<file path="config.mk">
export PLATFORM = sky130hd
export DESIGN_NAME = dcache_ctl_flat
export DESIGN_NICKNAME = d
export VERILOG_FILES = /design/src/rtl/dcache_ctl_if.sv /design/src/rtl/dcache_ctl.sv /design/src/flat_wrapper.sv
export SDC_FILE = /design/constraint.sdc
export NUM_CORES = 1
export LEC_CHECK = 0
export BUFFER_PORTS_ARGS = -buffer_cell sky130_fd_sc_hd__buf_2
export CAP_MARGIN = 10
export CORE_ASPECT_RATIO = 1.75
export CORE_UTILIZATION = 45
export CTS_CLUSTER_DIAMETER = 150
export DETAILED_ROUTE_END_ITERATION = 6
export GPL_TIMING_DRIVEN = 1
export PLACE_DENSITY = 0.86
export SETUP_SLACK_MARGIN = 0.02
export SKIP_CTS_REPAIR_TIMING = 1
export SYNTH_ARGS = -nofsm -noshare
export SYNTH_HDL_FRONTEND = slang
export SYNTH_SLANG_ARGS = --single-unit
</file>
<file path="constraint.sdc">
create_clock -name nGCLK -period 5.03 [get_ports nGCLK]
set_input_delay 0.503 -clock nGCLK [delete_from_list [all_inputs] [get_ports nGCLK]]
set_output_delay 0.503 -clock nGCLK [all_outputs]
set_load 0.1 [all_outputs]
</file>
<file path="src/rtl/dcache_ctl_if.sv">
// Core request, tag RAM and memory burst signals of the data-cache controller.
interface dcache_ctl_if #(
    parameter int unsigned LSS = 8,
    parameter int unsigned TS  = 21
);
    logic            req_valid;
    logic [31:0]     req_addr;
    logic            req_write;
    logic            req_ready;
    logic            resp_valid;
    logic            resp_hit;
    logic [LSS-1:0]  tag_read_sel;
    logic [TS-1:0]   tag_read_port;
    logic [LSS-1:0]  tag_write_sel;
    logic [TS-1:0]   tag_write_port;
    logic            tag_wr_ena;
    logic            mem_req;
    logic            mem_wr;
    logic [31:0]     mem_addr;
    logic            mem_ack;
    logic [2:0]      beat;
    logic            fill_we;
    logic            wb_re;

    // Controller side
    modport slave (
        input  req_valid, req_addr, req_write, tag_read_port, mem_ack,
        output req_ready, resp_valid, resp_hit, tag_read_sel, tag_write_sel,
               tag_write_port, tag_wr_ena, mem_req, mem_wr, mem_addr, beat,
               fill_we, wb_re
    );

    // Core / tag RAM / bus side
    modport master (
        output req_valid, req_addr, req_write, tag_read_port, mem_ack,
        input  req_ready, resp_valid, resp_hit, tag_read_sel, tag_write_sel,
               tag_write_port, tag_wr_ena, mem_req, mem_wr, mem_addr, beat,
               fill_we, wb_re
    );
endinterface

</file>
<file path="src/rtl/dcache_ctl.sv">
// Direct-mapped data-cache controller: tag lookup, dirty writeback, line fill, tag update.
module dcache_ctl (
    input  logic        nGCLK,
    input  logic        reset,
    dcache_ctl_if.slave bus
);
    localparam int unsigned NL  = 256;
    localparam int unsigned LSS = 8;
    localparam int unsigned LSH = LSS + 4;
    localparam int unsigned PSL = LSH + 1;
    localparam int unsigned TS  = 2 + (32 - PSL);
    localparam int unsigned TGW = 32 - PSL;
    localparam int unsigned BW  = 3;

    typedef enum logic [2:0] {IDLE, LOOKUP, WB, FILL, UPDATE} state_t;

    state_t          state, state_nxt;
    logic [31:5]     req_blk_q;
    logic            req_write_q;
    logic [TGW-1:0]  victim_tag_q;
    logic [BW-1:0]   beat_q;

    logic [TGW-1:0]  req_tag;
    logic [LSS-1:0]  req_line;
    logic [TGW-1:0]  rd_tag;
    logic            rd_v;
    logic            rd_d;
    logic            hit;
    logic            last_beat;

    assign req_tag   = req_blk_q[31:PSL];
    assign req_line  = req_blk_q[LSH:5];
    assign rd_v      = bus.tag_read_port[TS-1];
    assign rd_d      = bus.tag_read_port[TS-2];
    assign rd_tag    = bus.tag_read_port[TS-3:0];
    assign hit       = rd_v && (rd_tag == req_tag);
    assign last_beat = bus.mem_ack && (beat_q == BW'(NL'(7)));
    assign bus.beat  = beat_q;

    // State register
    always_ff @(posedge nGCLK) begin
        if (reset) state <= IDLE;
        else       state <= state_nxt;
    end

    // Request latch, victim tag capture and burst beat counter
    always_ff @(posedge nGCLK) begin
        if (reset) begin
            req_blk_q    <= '0;
            req_write_q  <= 1'b0;
            victim_tag_q <= '0;
            beat_q       <= '0;
        end else begin
            if (state == IDLE && bus.req_valid) begin
                req_blk_q   <= bus.req_addr[31:5];
                req_write_q <= bus.req_write;
            end
            if (state == LOOKUP) victim_tag_q <= rd_tag;
            if (state == WB || state == FILL) begin
                if (bus.mem_ack) beat_q <= beat_q + BW'(1);
            end else begin
                beat_q <= '0;
            end
        end
    end

    // Next state and tag/bus/response outputs
    always_comb begin
        state_nxt          = state;
        bus.req_ready      = 1'b0;
        bus.resp_valid     = 1'b0;
        bus.resp_hit       = 1'b0;
        bus.tag_read_sel   = req_line;
        bus.tag_write_sel  = '0;
        bus.tag_write_port = '0;
        bus.tag_wr_ena     = 1'b0;
        bus.mem_req        = 1'b0;
        bus.mem_wr         = 1'b0;
        bus.mem_addr       = '0;
        bus.fill_we        = 1'b0;
        bus.wb_re          = 1'b0;
        unique case (state)
            IDLE: begin
                bus.req_ready    = 1'b1;
                bus.tag_read_sel = bus.req_addr[LSH:5];
                if (bus.req_valid) state_nxt = LOOKUP;
            end
            LOOKUP: begin
                if (hit) begin
                    bus.resp_valid = 1'b1;
                    bus.resp_hit   = 1'b1;
                    // First store to a clean line marks it dirty
                    if (req_write_q && !rd_d) begin
                        bus.tag_wr_ena     = 1'b1;
                        bus.tag_write_sel  = req_line;
                        bus.tag_write_port = {1'b1, 1'b1, req_tag};
                    end
                    state_nxt = IDLE;
                end else if (rd_v && rd_d) begin
                    state_nxt = WB;
                end else begin
                    state_nxt = FILL;
                end
            end
            WB: begin
                bus.mem_req  = 1'b1;
                bus.mem_wr   = 1'b1;
                bus.mem_addr = {victim_tag_q, req_line, 5'b0};
                bus.wb_re    = 1'b1;
                if (last_beat) state_nxt = FILL;
            end
            FILL: begin
                bus.mem_req  = 1'b1;
                bus.mem_addr = {req_tag, req_line, 5'b0};
                bus.fill_we  = bus.mem_ack;
                if (last_beat) state_nxt = UPDATE;
            end
            UPDATE: begin
                bus.tag_wr_ena     = 1'b1;
                bus.tag_write_sel  = req_line;
                bus.tag_write_port = {1'b1, req_write_q, req_tag};
                bus.resp_valid     = 1'b1;
                state_nxt          = IDLE;
            end
            default: state_nxt = IDLE;
        endcase
    end
endmodule

</file>
<file path="src/flat_wrapper.sv">
// flat-port wrapper written by rule: the top's interface ports become plain ports
module dcache_ctl_flat 
  (nGCLK, reset, bus_req_valid, bus_req_addr, bus_req_write, bus_tag_read_port, bus_mem_ack, bus_req_ready, bus_resp_valid, bus_resp_hit, bus_tag_read_sel, bus_tag_write_sel, bus_tag_write_port, bus_tag_wr_ena, bus_mem_req, bus_mem_wr, bus_mem_addr, bus_beat, bus_fill_we, bus_wb_re);
  dcache_ctl_if bus_i ();
  input  logic nGCLK;
  input  logic reset;
  input wire logic [$bits(bus_i.req_valid)-1:0] bus_req_valid;
  input wire logic [$bits(bus_i.req_addr)-1:0] bus_req_addr;
  input wire logic [$bits(bus_i.req_write)-1:0] bus_req_write;
  input wire logic [$bits(bus_i.tag_read_port)-1:0] bus_tag_read_port;
  input wire logic [$bits(bus_i.mem_ack)-1:0] bus_mem_ack;
  output wire logic [$bits(bus_i.req_ready)-1:0] bus_req_ready;
  output wire logic [$bits(bus_i.resp_valid)-1:0] bus_resp_valid;
  output wire logic [$bits(bus_i.resp_hit)-1:0] bus_resp_hit;
  output wire logic [$bits(bus_i.tag_read_sel)-1:0] bus_tag_read_sel;
  output wire logic [$bits(bus_i.tag_write_sel)-1:0] bus_tag_write_sel;
  output wire logic [$bits(bus_i.tag_write_port)-1:0] bus_tag_write_port;
  output wire logic [$bits(bus_i.tag_wr_ena)-1:0] bus_tag_wr_ena;
  output wire logic [$bits(bus_i.mem_req)-1:0] bus_mem_req;
  output wire logic [$bits(bus_i.mem_wr)-1:0] bus_mem_wr;
  output wire logic [$bits(bus_i.mem_addr)-1:0] bus_mem_addr;
  output wire logic [$bits(bus_i.beat)-1:0] bus_beat;
  output wire logic [$bits(bus_i.fill_we)-1:0] bus_fill_we;
  output wire logic [$bits(bus_i.wb_re)-1:0] bus_wb_re;
  assign bus_i.req_valid = bus_req_valid;
  assign bus_i.req_addr = bus_req_addr;
  assign bus_i.req_write = bus_req_write;
  assign bus_i.tag_read_port = bus_tag_read_port;
  assign bus_i.mem_ack = bus_mem_ack;
  assign bus_req_ready = bus_i.req_ready;
  assign bus_resp_valid = bus_i.resp_valid;
  assign bus_resp_hit = bus_i.resp_hit;
  assign bus_tag_read_sel = bus_i.tag_read_sel;
  assign bus_tag_write_sel = bus_i.tag_write_sel;
  assign bus_tag_write_port = bus_i.tag_write_port;
  assign bus_tag_wr_ena = bus_i.tag_wr_ena;
  assign bus_mem_req = bus_i.mem_req;
  assign bus_mem_wr = bus_i.mem_wr;
  assign bus_mem_addr = bus_i.mem_addr;
  assign bus_beat = bus_i.beat;
  assign bus_fill_we = bus_i.fill_we;
  assign bus_wb_re = bus_i.wb_re;
  dcache_ctl u_core (.nGCLK(nGCLK), .reset(reset), .bus(bus_i));
endmodule
</file>
Yosys cells after proc, flatten, opt, wreduce, memory -nomap -nowiden
Cells that the tools add are included.
- bitwise operators: 1
- mux-type cells: 24
- equal/unequal tests: 9
- $add $sub $neg: 1
- reduce and logical (&&, ||, !) cells: 11
- operators by type and width (operator ; number):
    $pmux W32 S2 ; 1
    $mux W21 ; 2
    $pmux W21 S2 ; 1
    $mux W8 ; 3
    $eq A19 B19 Y1 ; 1
    $pmux W8 S2 ; 1
    $mux W3 ; 4
    $pmux W3 S4 ; 1
    $mux W1 ; 9
    $eq A3 B2 Y1 const B ; 2
    $eq A3 B3 Y1 const B ; 2
    $logic_and A1 B1 Y1 ; 5
    $ne A2 B1 Y1 const B ; 2
    $pmux W1 S2 ; 2
    $reduce_or A2 Y1 ; 2
    $add A3 B1 Y3 const B ; 1
    $eq A3 B1 Y1 const B ; 1
    $logic_not A3 Y1 ; 1
    $reduce_and A3 Y1 ; 1
    $ne A2 B2 Y1 const B ; 1
    $logic_not A1 Y1 ; 1
    $logic_or A1 B1 Y1 ; 1
    $not A1 Y1 ; 1
- word-level logic and storage cells: 51
- output and inout bits: 80
- register bits: 53
- input bits: 58

Depth between registers and ports, before layout
- depth in word-level cells: 5
- gate-level depth with buffers: 7
- mapped depth without buffers: 6

Least setup slack after synthesis
No wires, ideal clock.
- kind: input port to output port
- from: input bus_tag_read_port[9]
- to: output bus_tag_write_port[20]
- arrival: 4237 ps
- buffers on the path: 2
- data required time: 4527 ps
- slack: 290 ps
- cell stages on the path: 6
- cells stage by stage: xor2_1 -> nor4_1 -> nand3_2 -> buf_6 -> o31ai_1 -> buf_4
- word-level cells in the longest chain between the ends: 4
- RTL lines (item ; line ; text):
    from (decl) ; flat_wrapper.sv:10 ; input wire logic [$bits(bus_i.tag_read_port)-1:0] bus_tag_read_port;
    $eq A19 B19 Y1 ; dcache_ctl.sv:36 ; assign hit = rd_v && (rd_tag == req_tag);
    $logic_and A1 B1 Y1 ; dcache_ctl.sv:36 ;
    $mux W21 ; dcache_ctl.sv:89 ; if (hit) begin
    $pmux W21 S2 ; dcache_ctl.sv:82 ; unique case (state)
    to (decl) ; flat_wrapper.sv:17 ; output wire logic [$bits(bus_i.tag_write_port)-1:0] bus_tag_write_port;
Every way passes these cells.

Worst setup path after layout
- from: register u_core.req_blk_q[15] (netlist name)
- to: output bus_resp_valid
- word-level cells in the longest chain between the ends: 4
- RTL lines (item ; line ; text):
    from (decl) ; dcache_ctl.sv:18 ; logic [31:5] req_blk_q;
    from (signal assigned) ; dcache_ctl.sv:55 ; req_blk_q <= bus.req_addr[31:5];
    $eq A19 B19 Y1 ; dcache_ctl.sv:36 ;
    $logic_and A1 B1 Y1 ; dcache_ctl.sv:36 ;
    $mux W1 ; dcache_ctl.sv:89 ;
    $pmux W1 S2 ; dcache_ctl.sv:82 ;
    to (decl) ; flat_wrapper.sv:13 ; output wire logic [$bits(bus_i.resp_valid)-1:0] bus_resp_valid;
Every way passes these cells.

==> results_dict.tcl <==
set metrics [dict create \
    start_util 0.468 \
    timing_worst_setup_path_type "reg -> out" \
    cts_sinks 53 \
    synth_area_leaders "dfxtp_1, nand2_1, o31ai_2" \
    io_buffers 127 \
    antennaDiodeCount 0 \
    dpl_cell_area_sq_um 3950 \
    multi_input_area_sq_um 2100 \
    path_cells "xnor2_1, nor4bb_1, nand2_2, o31ai_1, buf_2" \
    detail-route-antenna-nets 0 \
    ir_worst_vdd_mv 0.262 \
    pwr_density_cell_nw_per_um2 307 \
    grt_pass1_wl_um 14900 \
    synth-async-reset-ratio 0 \
    crit_fanout 32 \
    status "completed" \
    vias 3553 \
    drt-total-wl_um 9640 \
    io-pin-count 138 \
    hold_violations 0 \
    clkTransAtPathRegs_ns 0.07 \
    fin_crit_ns 3.35 \
    synth_top_area_share 0.313 \
    critPathLaunchType "register" \
    grt_pass1_vias 3205 \
    seq_area_sq_um 1060 \
    grt-ovfl-total 0 \
    grt_max_degree 54 \
    track_usage 0.250 \
    avgViaCountPerCell 5.62 \
    power_leakage_nw 1.80 \
    drc 0 \
    hpwlAfterDp_um 6910 \
    grt_use_met1 0.282 \
    rows 41 \
    whs_ns 0.449 \
    cts_tree "done" \
    nFillCells 635 \
    ys_seq_elements 53 \
    wl_per_cell_um 15.3 \
    worst_pin_slew_ns 1.12 \
    ys_seq_area_frac 0.313 \
    stdcell_count 632 \
    skew_ns 0.00175 \
    dieHeight_um 117 \
    rsz0062_at_grt "no" \
    root_buffer "clkbuf_16" \
    dieArea_sq_um 7890 \
    yosys_warnings 0 \
    cp-end-kind "primary output" \
    drive_above_1_share 0.332 \
    grt.busiest_layer "met2" \
    synthesis.area_sq_um 3390 \
    first_iter_violations 231 \
    gp_congestion 0.857 \
    worst_path_max_delay_cell "nand2_2" \
    grt_use_met3 0.0303 \
    synth_ff_type "dfxtp_1" \
    h-tree-depth 2 \
    fin_setup_tns_ns 0 \
    synth-edff-count 0 \
    use_met2 0.419 \
    cts_max_path_buffers 2 \
    p_total_mw 1.26 \
    syn_inst 449 \
    maxCapViolations 0 \
    synth_top_area_cell "dfxtp_1" \
    synth.avg_cell_area_sq_um 7.54 \
    drv_slew 0 \
    antenna_found_initial 0 \
    cts_buffers 5 \
    worstPathRequired_ns 4.53 \
    cp_slowest_stage_delay_ns 0.60 \
    placed_cells 625 \
    dr.pass1.iters 5 \
    fmax_ghz 0.299 \
    die_w_um 67.6 \
    syn2layout_area_growth_pct 21.5 \
    min_path_type "in -> reg" \
    design.core.area_sq_um 7230 \
    arrival_ns 2.85 \
    nets 606 \
    synthDistinctLibCells 35 \
    period_share 0.666 \
    fin_area_sq_um 4110 \
    setup_viol 0 \
    relSlewSlack 0.251 \
    clock_latency_ns 0.29 \
]
==> cells in the final DEF (no fill, tap or decap), types with 2 or more instances in the layout <==
cell type,count
a21oi_1,47
and2_1,12
buf_2,127
buf_4,6
clkbuf_16,5
conb_1,5
dfxtp_1,53
ha_1,2
inv_1,2
mux2_2,8
mux2i_1,22
nand2_1,128
nand3_1,28
nor2_1,23
nor3_1,7
nor4_1,5
o31ai_1,4
o31ai_2,25
xnor2_1,2
xor2_1,18
==> path summary, 6_finish.rpt <==
| path | slack, ns | from | end | depth (start not counted) |
|---|---|---|---|---|
| worst min register to register | 0.45 | u_core.victim_tag_q[6] | u_core.victim_tag_q[6] | 2 |
| worst max-delay path | 1.68 | u_core.req_blk_q[15] | bus_resp_valid | 5 |
| worst min-delay path | 0.45 | bus_req_addr[31] | u_core.req_blk_q[31] | 3 |
| worst max register to register | 2.72 | u_core.state[0] | u_core.req_blk_q[21] | 6 |
==> stage by stage <==
stage / util / setup WS (ns)
after CTS: 0.569 / 1.68
after global routing: 0.569 / 1.45
after global placement: 0.547 / 1.82
after floorplan: - / 0.290
final: 0.569 / 1.68
after detailed placement: 0.547 / 1.77
==> logic make-up (layout without fill, tap and decap cells) <==
| kind of cell | after synthesis | count (layout) | synth area share |
|---|---|---|---|
| flip-flops | 53 | 53 | 0.313 |
| XOR/XNOR | 20 | 20 | 0.0517 |
| AO/OA/AOI/OAI | 81 | 81 | 0.187 |
| buffers and inverters | 49 | 142 | 0.0750 |
| multiplexers | 30 | 30 | 0.0916 |
| other | 1 | 5 | 0.00111 |
| AND/OR/NAND/NOR | 213 | 213 | 0.273 |
| adder cells (fa/ha/maj) | 2 | 2 | 0.00739 |
==> state kept, by name, summed over array words and instances (netlist names) <==
register,flops
u_core.bus.beat,3
u_core.req_write_q,1
u_core.victim_tag_q,19
u_core.state,3
u_core.req_blk_q,27
==> cell type report <==
cell class / instances / area share
Sequential cell: 53 / 0.258
Inverter: 2 / 0.00182
Clock buffer: 5 / 0.0304
Tap cell: 86 / 0.0262
Timing Repair Buffer: 133 / 0.165
Clock inverter: 2 / 0.00852
Multi-Input combinational cell: 351 / 0.510
==> synth_stat cells, types with 2 or more instances <==
| cell | count |
|---|---|
| dfxtp_1 | 53 |
| o31ai_1 | 4 |
| clkbuf_1 | 20 |
| and2_1 | 12 |
| a21oi_1 | 47 |
| o31ai_2 | 25 |
| xnor2_1 | 2 |
| mux2_2 | 8 |
| nor2_1 | 23 |
| buf_4 | 7 |
| ha_1 | 2 |
| mux2i_1 | 22 |
| inv_1 | 2 |
| nor3_1 | 7 |
| nand3_1 | 28 |
| buf_2 | 17 |
| nor4_1 | 5 |
| xor2_1 | 18 |
| nand2_1 | 129 |
| buf_6 | 3 |
==> power breakdown <==
group | total, mW | leakage [nW] | internal (mW) | switching [mW]
Sequential | 0.484 | 0.433 | 0.451 | 0.0336
Clock | 0.382 | 0.0797 | 0.231 | 0.151
Combinational | 0.398 | 1.29 | 0.0976 | 0.301
Total | 1.26 | 1.80 | 0.780 | 0.485
==> worst max-delay path, delay by kind of cell (launching register included) <==
kind	cells	cell delay, ns
compound gates	1	0.47
xor+xnor	1	0.17
simple gates	2	0.98
buf+inv	1	0.51
flops	1	0.43
==> per-layer routing <==
| layer | wire length, um | up-vias |
|---|---|---|
| met3 | 530 | 39 |
| met1 | 3670 | 1659 |
| met5 | 0 | - |
| li1 | - | 1697 |
| met4 | 566 | 0 |
| met2 | 4870 | 158 |
(Power assumes the default switching activity.)
